## src/rtl/rd_ptr_sync_decode.sv

```systemverilog
// Read-domain write-pointer synchronizer, Gray decode, fill level and almost-empty status.
// Optional sticky occupancy error flag and clear input enabled by defining RD_LEVEL_ERR_EN.
module rd_ptr_sync_decode #(
  parameter int ADDR_WIDTH  = 4,
  parameter int SYNC_STAGES = 2,
  parameter int AE_THRESH   = 2
) (
  input  logic                  r_clk,
  input  logic                  r_rst,
  input  logic [ADDR_WIDTH:0]   w_ptr_gray,
  input  logic [ADDR_WIDTH:0]   r_ptr_gray,
  output logic [ADDR_WIDTH:0]   wptr_bin,
  output logic [ADDR_WIDTH:0]   rd_level,
  output logic                  rd_almost_empty,
  output logic                  level_vld
`ifdef RD_LEVEL_ERR_EN
  ,
  input  logic                  clr_err,
  output logic                  level_err
`endif
);

  localparam int PW       = ADDR_WIDTH + 1;
  localparam int VLD_EDGE = SYNC_STAGES + 2;
  localparam int CW       = $clog2(VLD_EDGE + 1);
  localparam logic [PW-1:0] AE_T = PW'(AE_THRESH);
  localparam logic [CW-1:0] CNT_MAX = CW'(VLD_EDGE);

  function automatic logic [PW-1:0] gray2bin(input logic [PW-1:0] g);
    logic [PW-1:0] b;
    b[PW-1] = g[PW-1];
    for (int i = PW - 2; i >= 0; i--) b[i] = b[i+1] ^ g[i];
    return b;
  endfunction

  logic [PW-1:0] sync_q [SYNC_STAGES];
  logic [PW-1:0] sync_d [SYNC_STAGES];
  logic [PW-1:0] wptr_bin_q, wptr_bin_d;
  logic [PW-1:0] rbin_q, rbin_d;
  logic [PW-1:0] rd_level_q, rd_level_d;
  logic          ae_q, ae_d;
  logic [CW-1:0] cnt_q, cnt_d;
  logic          vld_q, vld_d;
`ifdef RD_LEVEL_ERR_EN
  localparam logic [PW-1:0] FULL = PW'(1) << ADDR_WIDTH;
  logic          err_q, err_d;
`endif

  always_comb begin
    sync_d[0] = w_ptr_gray;
    for (int i = 1; i < SYNC_STAGES; i++) sync_d[i] = sync_q[i-1];
    wptr_bin_d = gray2bin(sync_q[SYNC_STAGES-1]);
    rbin_d     = gray2bin(r_ptr_gray);
    // Modular difference handles pointer wrap without special casing.
    rd_level_d = wptr_bin_q - rbin_q;
    ae_d       = (rd_level_d <= AE_T);
    cnt_d      = (cnt_q == CNT_MAX) ? cnt_q : cnt_q + 1'b1;
    vld_d      = (cnt_d == CNT_MAX);
`ifdef RD_LEVEL_ERR_EN
    // Set takes priority over a simultaneous clear.
    err_d      = (rd_level_d > FULL) | (err_q & ~clr_err);
`endif
  end

  always_ff @(posedge r_clk or negedge r_rst) begin
    if (!r_rst) begin
      for (int i = 0; i < SYNC_STAGES; i++) sync_q[i] <= '0;
      wptr_bin_q <= '0;
      rbin_q     <= '0;
      rd_level_q <= '0;
      ae_q       <= 1'b1;
      cnt_q      <= '0;
      vld_q      <= 1'b0;
`ifdef RD_LEVEL_ERR_EN
      err_q      <= 1'b0;
`endif
    end else begin
      for (int i = 0; i < SYNC_STAGES; i++) sync_q[i] <= sync_d[i];
      wptr_bin_q <= wptr_bin_d;
      rbin_q     <= rbin_d;
      rd_level_q <= rd_level_d;
      ae_q       <= ae_d;
      cnt_q      <= cnt_d;
      vld_q      <= vld_d;
`ifdef RD_LEVEL_ERR_EN
      err_q      <= err_d;
`endif
    end
  end

  assign wptr_bin        = wptr_bin_q;
  assign rd_level        = rd_level_q;
  assign rd_almost_empty = ae_q;
  assign level_vld       = vld_q;
`ifdef RD_LEVEL_ERR_EN
  assign level_err       = err_q;
`endif

endmodule

```

## config.mk

```make
export PLATFORM = sky130hd
export DESIGN_NAME = rd_ptr_sync_decode
export DESIGN_NICKNAME = d
export VERILOG_FILES = /design/src/rtl/rd_ptr_sync_decode.sv
export SDC_FILE = /design/constraint.sdc
export NUM_CORES = 1
export LEC_CHECK = 0
export CORE_ASPECT_RATIO = 1.5
export CORE_MARGIN = 5
export CORE_UTILIZATION = 47
export CTS_CLUSTER_SIZE = 16
export DETAILED_ROUTE_END_ITERATION = 12
export PLACE_DENSITY = 0.86
export SYNTH_ARGS = -nofsm -noshare
export SYNTH_HDL_FRONTEND = slang
export SYNTH_SLANG_ARGS = --single-unit
```

## constraint.sdc

```tcl
create_clock -name r_clk -period 2.4 [get_ports r_clk]
set_input_delay 0.6 -clock r_clk [delete_from_list [all_inputs] [get_ports r_clk]]
set_output_delay 0.6 -clock r_clk [all_outputs]
set_load 0.05 [all_outputs]
```

-- Yosys cells after proc, flatten, opt, wreduce, memory -nomap -nowiden
Cells that the tools add are included.
- $mul: 0
- shift-type cells: 0
- divide/modulo/power cells: 0
- equality and inequality tests: 2
- mux-type cells: 1
- bitwise gates (word level): 8
- reduce and logical (&&, ||, !) cells: 0
- $lt $le $gt $ge: 1
- $add $sub $neg: 2
- operator list (kind ; count):
    1-bit bitwise XOR ; 8
    3-bit == test (second input constant) ; 2
    5-bit by 2-bit <= comparator with 1-bit output (second input constant) ; 1
    5-bit subtractor ; 1
    3-bit by 1-bit adder with 3-bit output (second input constant) ; 1
    3-bit 2-to-1 mux ; 1
- bits in read-only memories: 0
- word-level logic and storage cells: 22
- output and inout bits: 12
- bits in writable memories: 0
- bits in latches: 0
- flip-flop bits (word level): 30
- memories: 0

-- Depth between registers and ports, before layout
- word-level depth: 4
- mapped depth: 7
- gate-level depth less buffers: 7

-- Least setup slack after synthesis
No wires, ideal clock.
- path kind: flip-flop to flip-flop
- start point: reg wptr_bin_q[0] (netlist: wptr_bin[0])
- end point: reg ae_q (netlist: rd_almost_empty)
- slack: 262 ps
- period minus slack after synthesis: 2138 ps
- required time: 2278 ps
- cell stages (with the launch flop): 8
- arrival time: 2016 ps
- path buffers: 0
- cell sequence: dfrtp_1 inv_1 ha_1 fa_1 nand2b_1 a21oi_1 xnor2_1 a2111oi_0
- word-level cells in the longest chain between the ends: 2
- RTL lines (element ; line ; text):
    start: declaration ; 38 ; logic [PW-1:0] wptr_bin_q, wptr_bin_d;
    start signal: assignment ; 79 ; wptr_bin_q <= wptr_bin_d;
    5-bit subtractor ; 55 ; rd_level_d = wptr_bin_q - rbin_q;
    via rd_level_d[4] ; 40 ; logic [PW-1:0] rd_level_q, rd_level_d;
    5-bit by 2-bit <= comparator with 1-bit output ; 56 ; ae_d = (rd_level_d <= AE_T);
    via ae_d ; 41 ; logic ae_q, ae_d;
    end signal: assignment ; 71 ; ae_q <= 1'b1;
    end signal: assignment ; 82 ; ae_q <= ae_d;
    end: declaration ; 41 ;
The timed path passes the listed nets, and every way through them passes these cells.

-- Worst setup path in the final report
- start point: reg ae_q (netlist: rd_almost_empty)
- end point: out rd_almost_empty
- RTL lines (element ; line ; text):
    end: declaration ; 14 ; output logic rd_almost_empty,
No word-level cell between the ends.

==> flow_summary_export.csv <==
group,metric,value,unit
critical_path,worst-endpoint-required,1800,ps
sta,period_needed,2240,ps
global_route,grt_pass1_wl,2670,µm
clocking,cts_tree,"built",
cells_and_area,syn_to_final_growth,30.8,%
synthesis,netlist_area,1060,µm²
critical_path,reg2reg_depth,7,
power_and_ir_drop,ir_drop,0.503,mV
clocking,cts_buffer_depth,2,
critical_path,slowest_delay,790,ps
critical_path,cp_data_arrival_time,1640,ps
global_route,grt.met3_usage,6.32,%
synthesis,ys_types,14,
synthesis,ys_ff_latch,30,
synthesis,seq_area_frac_synth,70.9,%
drt,via_count,605,
cells_and_area,stdcell_area,1390,µm²
sta,worst_pin_slew,498,ps
critical_path,reg2reg_to,"rd_almost_empty",
cells_and_area,register_area,752,µm²
synthesis,ys_warn_count,0,
power_and_ir_drop,power_density,1040,nW/µm²
clocking,clock-sinks,30,
worst_hold_path,holdPathStages,0,
outcome,outcome,"finished clean",
sta,setup_viol,0,
clocking,cts_resized,0,
synthesis,syn-instance-count,73,
global_route,overflow,0,
critical_path,criticalPathCategory,"reg -> out",
worst_hold_path,hold_end,"sync_q[1]",
cells_and_area,multi_input_area,275,µm²
global_route,gr-max-usage-layer,"met2",
sta,rsz0062_at_grt,"no",
placed_design,dpl.cell_count,120,
placed_design,dpl_cell_area,1330,µm²
power_and_ir_drop,power.leakage,0.647,nW
placed_design,gp_congestion,0.833,
global_route,grt.met1_usage,8.83,%
global_route,grt_antenna_before_repair,0,
cells_and_area,drive_gt1_share,8.57,%
global_route,use_met2,21.6,%
sta,fmax,447,MHz
drt,final_antenna_net_count,0,
floorplan,io-pin-count,24,
floorplan,die_h,68.2,µm
critical_path,cp_num_buf_inv,1,
critical_path,r2r_setup_slack,350,ps
cells_and_area,fin_util,62.9,%
critical_path,startpoint_type,"flop",
sta,whs,353,ps
cells_and_area,fillers,201,
clocking,htreeDepth,2,
clocking,hold_buffers,0,
worst_hold_path,hp-class,"reg -> reg",
floorplan,die_w,48.8,µm
sta,fin_crit_sh,93.3,%
sta,drv_slew,0,
drt,drt-total-wl,1580,µm
clocking,cts_made_buffers,5,
floorplan,rows,21,
worst_hold_path,holdCritStartpoint,"sync_d[1]",
critical_path,worst-path-max-fanout,1,
sta,fin_skew,4.74,ps
global_route,grt.total_usage,11.6,%
placed_design,numPortBuffers,23,
cells_and_area,nNetsFinal,123,
clocking,path_clk_slew,80,ps
floorplan,coreArea,2210,µm²
drt,avgViaCountPerCell,4.73,
synthesis,synth_area_leaders,"dfrtp_1 (68%), xor2_1 (8.3%), ha_1 (7.1%)",
drt,drt_iter0_drc,14,
flow_run,maxCapViolations,0,
synthesis,yosys.area.top_type,"dfrtp_1",
global_route,grt_pass1_vias,624,
sta,fin_tns_setup,0,ps
critical_path,regToRegStartpoint,"wptr_bin[0]",
critical_path,worstPathCellList,"clkdlybuf4s50_1",
clocking,clock_latency,320,ps
clocking,cts_setup_buffers,0,
critical_path,crit_family,"buffers and inverters",
floorplan,die_area,3330,µm²
drt,avgRoutedWirePerCell,12.4,µm
floorplan,start_util,48.1,%
global_route,grt_start_max_net_pins,31,
cells_and_area,num_antenna_cells,0,
synthesis,avgSynthCellArea,14.5,µm²
synthesis,syn_nets,92,
critical_path,cp-end-kind,"output pin",
drt,drc,0,
synthesis,synth_top_area_share,68.4,%
placed_design,dpl.hpwl,1220,µm
critical_path,critPathSlowestCell,"clkdlybuf4s50_1",
drt,dr.pass1.iters,3,
clocking,cts-root-buf,"clkbuf_4",
sta,hold_violations,0,
sta,slew_headroom,66.7,%
cells_and_area,instances_no_fill,128,
registers in the layout, summed over array words and instances (netlist names):
register,flops
cnt_q,3
rd_level,5
rd_almost_empty,1
sync_q,5
level_vld,1
sync_d,5
wptr_bin,5
rbin_q,5
cell type report:
type                       count  share of cell area (%)
sequential                    30                    54.2
multi-input combinational     34                    19.8
tap                           23                    2.07
timing repair buffer          24                    17.1
clock inverter                 1                   0.361
inverter                       9                    2.43
clock buffer                   7                    3.97
kinds of logic after synthesis:
group / Yosys count / synth area share [%]
and+or+nand+nor: 10 / 4.01
AOI/OAI and AO/OA: 4 / 2.24
adders and majority gates: 7 / 8.96
buffers and inverters: 9 / 3.18
DFF: 30 / 70.9
xor gates and xnor gates: 13 / 10.7
layout by cell type (no fill, tap or decap), drive strengths merged:
cell	n
dfrtp	29
clkdlybuf4s50	23
xor2	10
inv	9
clkbuf	7
ha	6
nor2	5
xnor2	3
nand2	3
a21oi	2
nand2b	1
o21ai	1
nor4	1
a2111oi	1
fa	1
clkinv	1
buf	1
dfstp	1
power by group:
group	switching [mW]	internal (mW)
sequential	0.0305	0.592
clock	0.155	0.142
combinational	0.342	0.180
worst max-delay path by stage:
stage | cells past startpoint | from | end
global placement | 5 | r_ptr_gray[4] | rbin_q[0]
detailed placement | 7 | wptr_bin[0] | rd_almost_empty
floorplan | 7 | wptr_bin[0] | rd_almost_empty
CTS | 1 | rd_almost_empty | rd_almost_empty
finish | 1 | rd_almost_empty | rd_almost_empty
global route | 1 | rd_almost_empty | rd_almost_empty
per-layer routing:
metal	share of wire [%]	vias to the layer above
met2	55	23
met1	30	286
met4	3.0	0
li1	-	290
met5	0	-
met3	12	6
cell usage after synthesis:
cell type and count:
dfrtp_1 29, xor2_1 10, inv_1 9, ha_1 6, nor2_1 5, nand2_1 3, xnor2_1 3, a21oi_1 2
a2111oi_0 1, dfstp_2 1, fa_1 1, nand2b_1 1, nor4_1 1, o21ai_0 1
per-stage QoR:
step	total power, mW	worst slack [ps]
global route	1.52	109
floorplan	0.970	262
detailed placement	1.16	356
global placement	1.14	420
CTS	1.46	136
finish	1.44	162
Power figures use the tool's default switching activity.
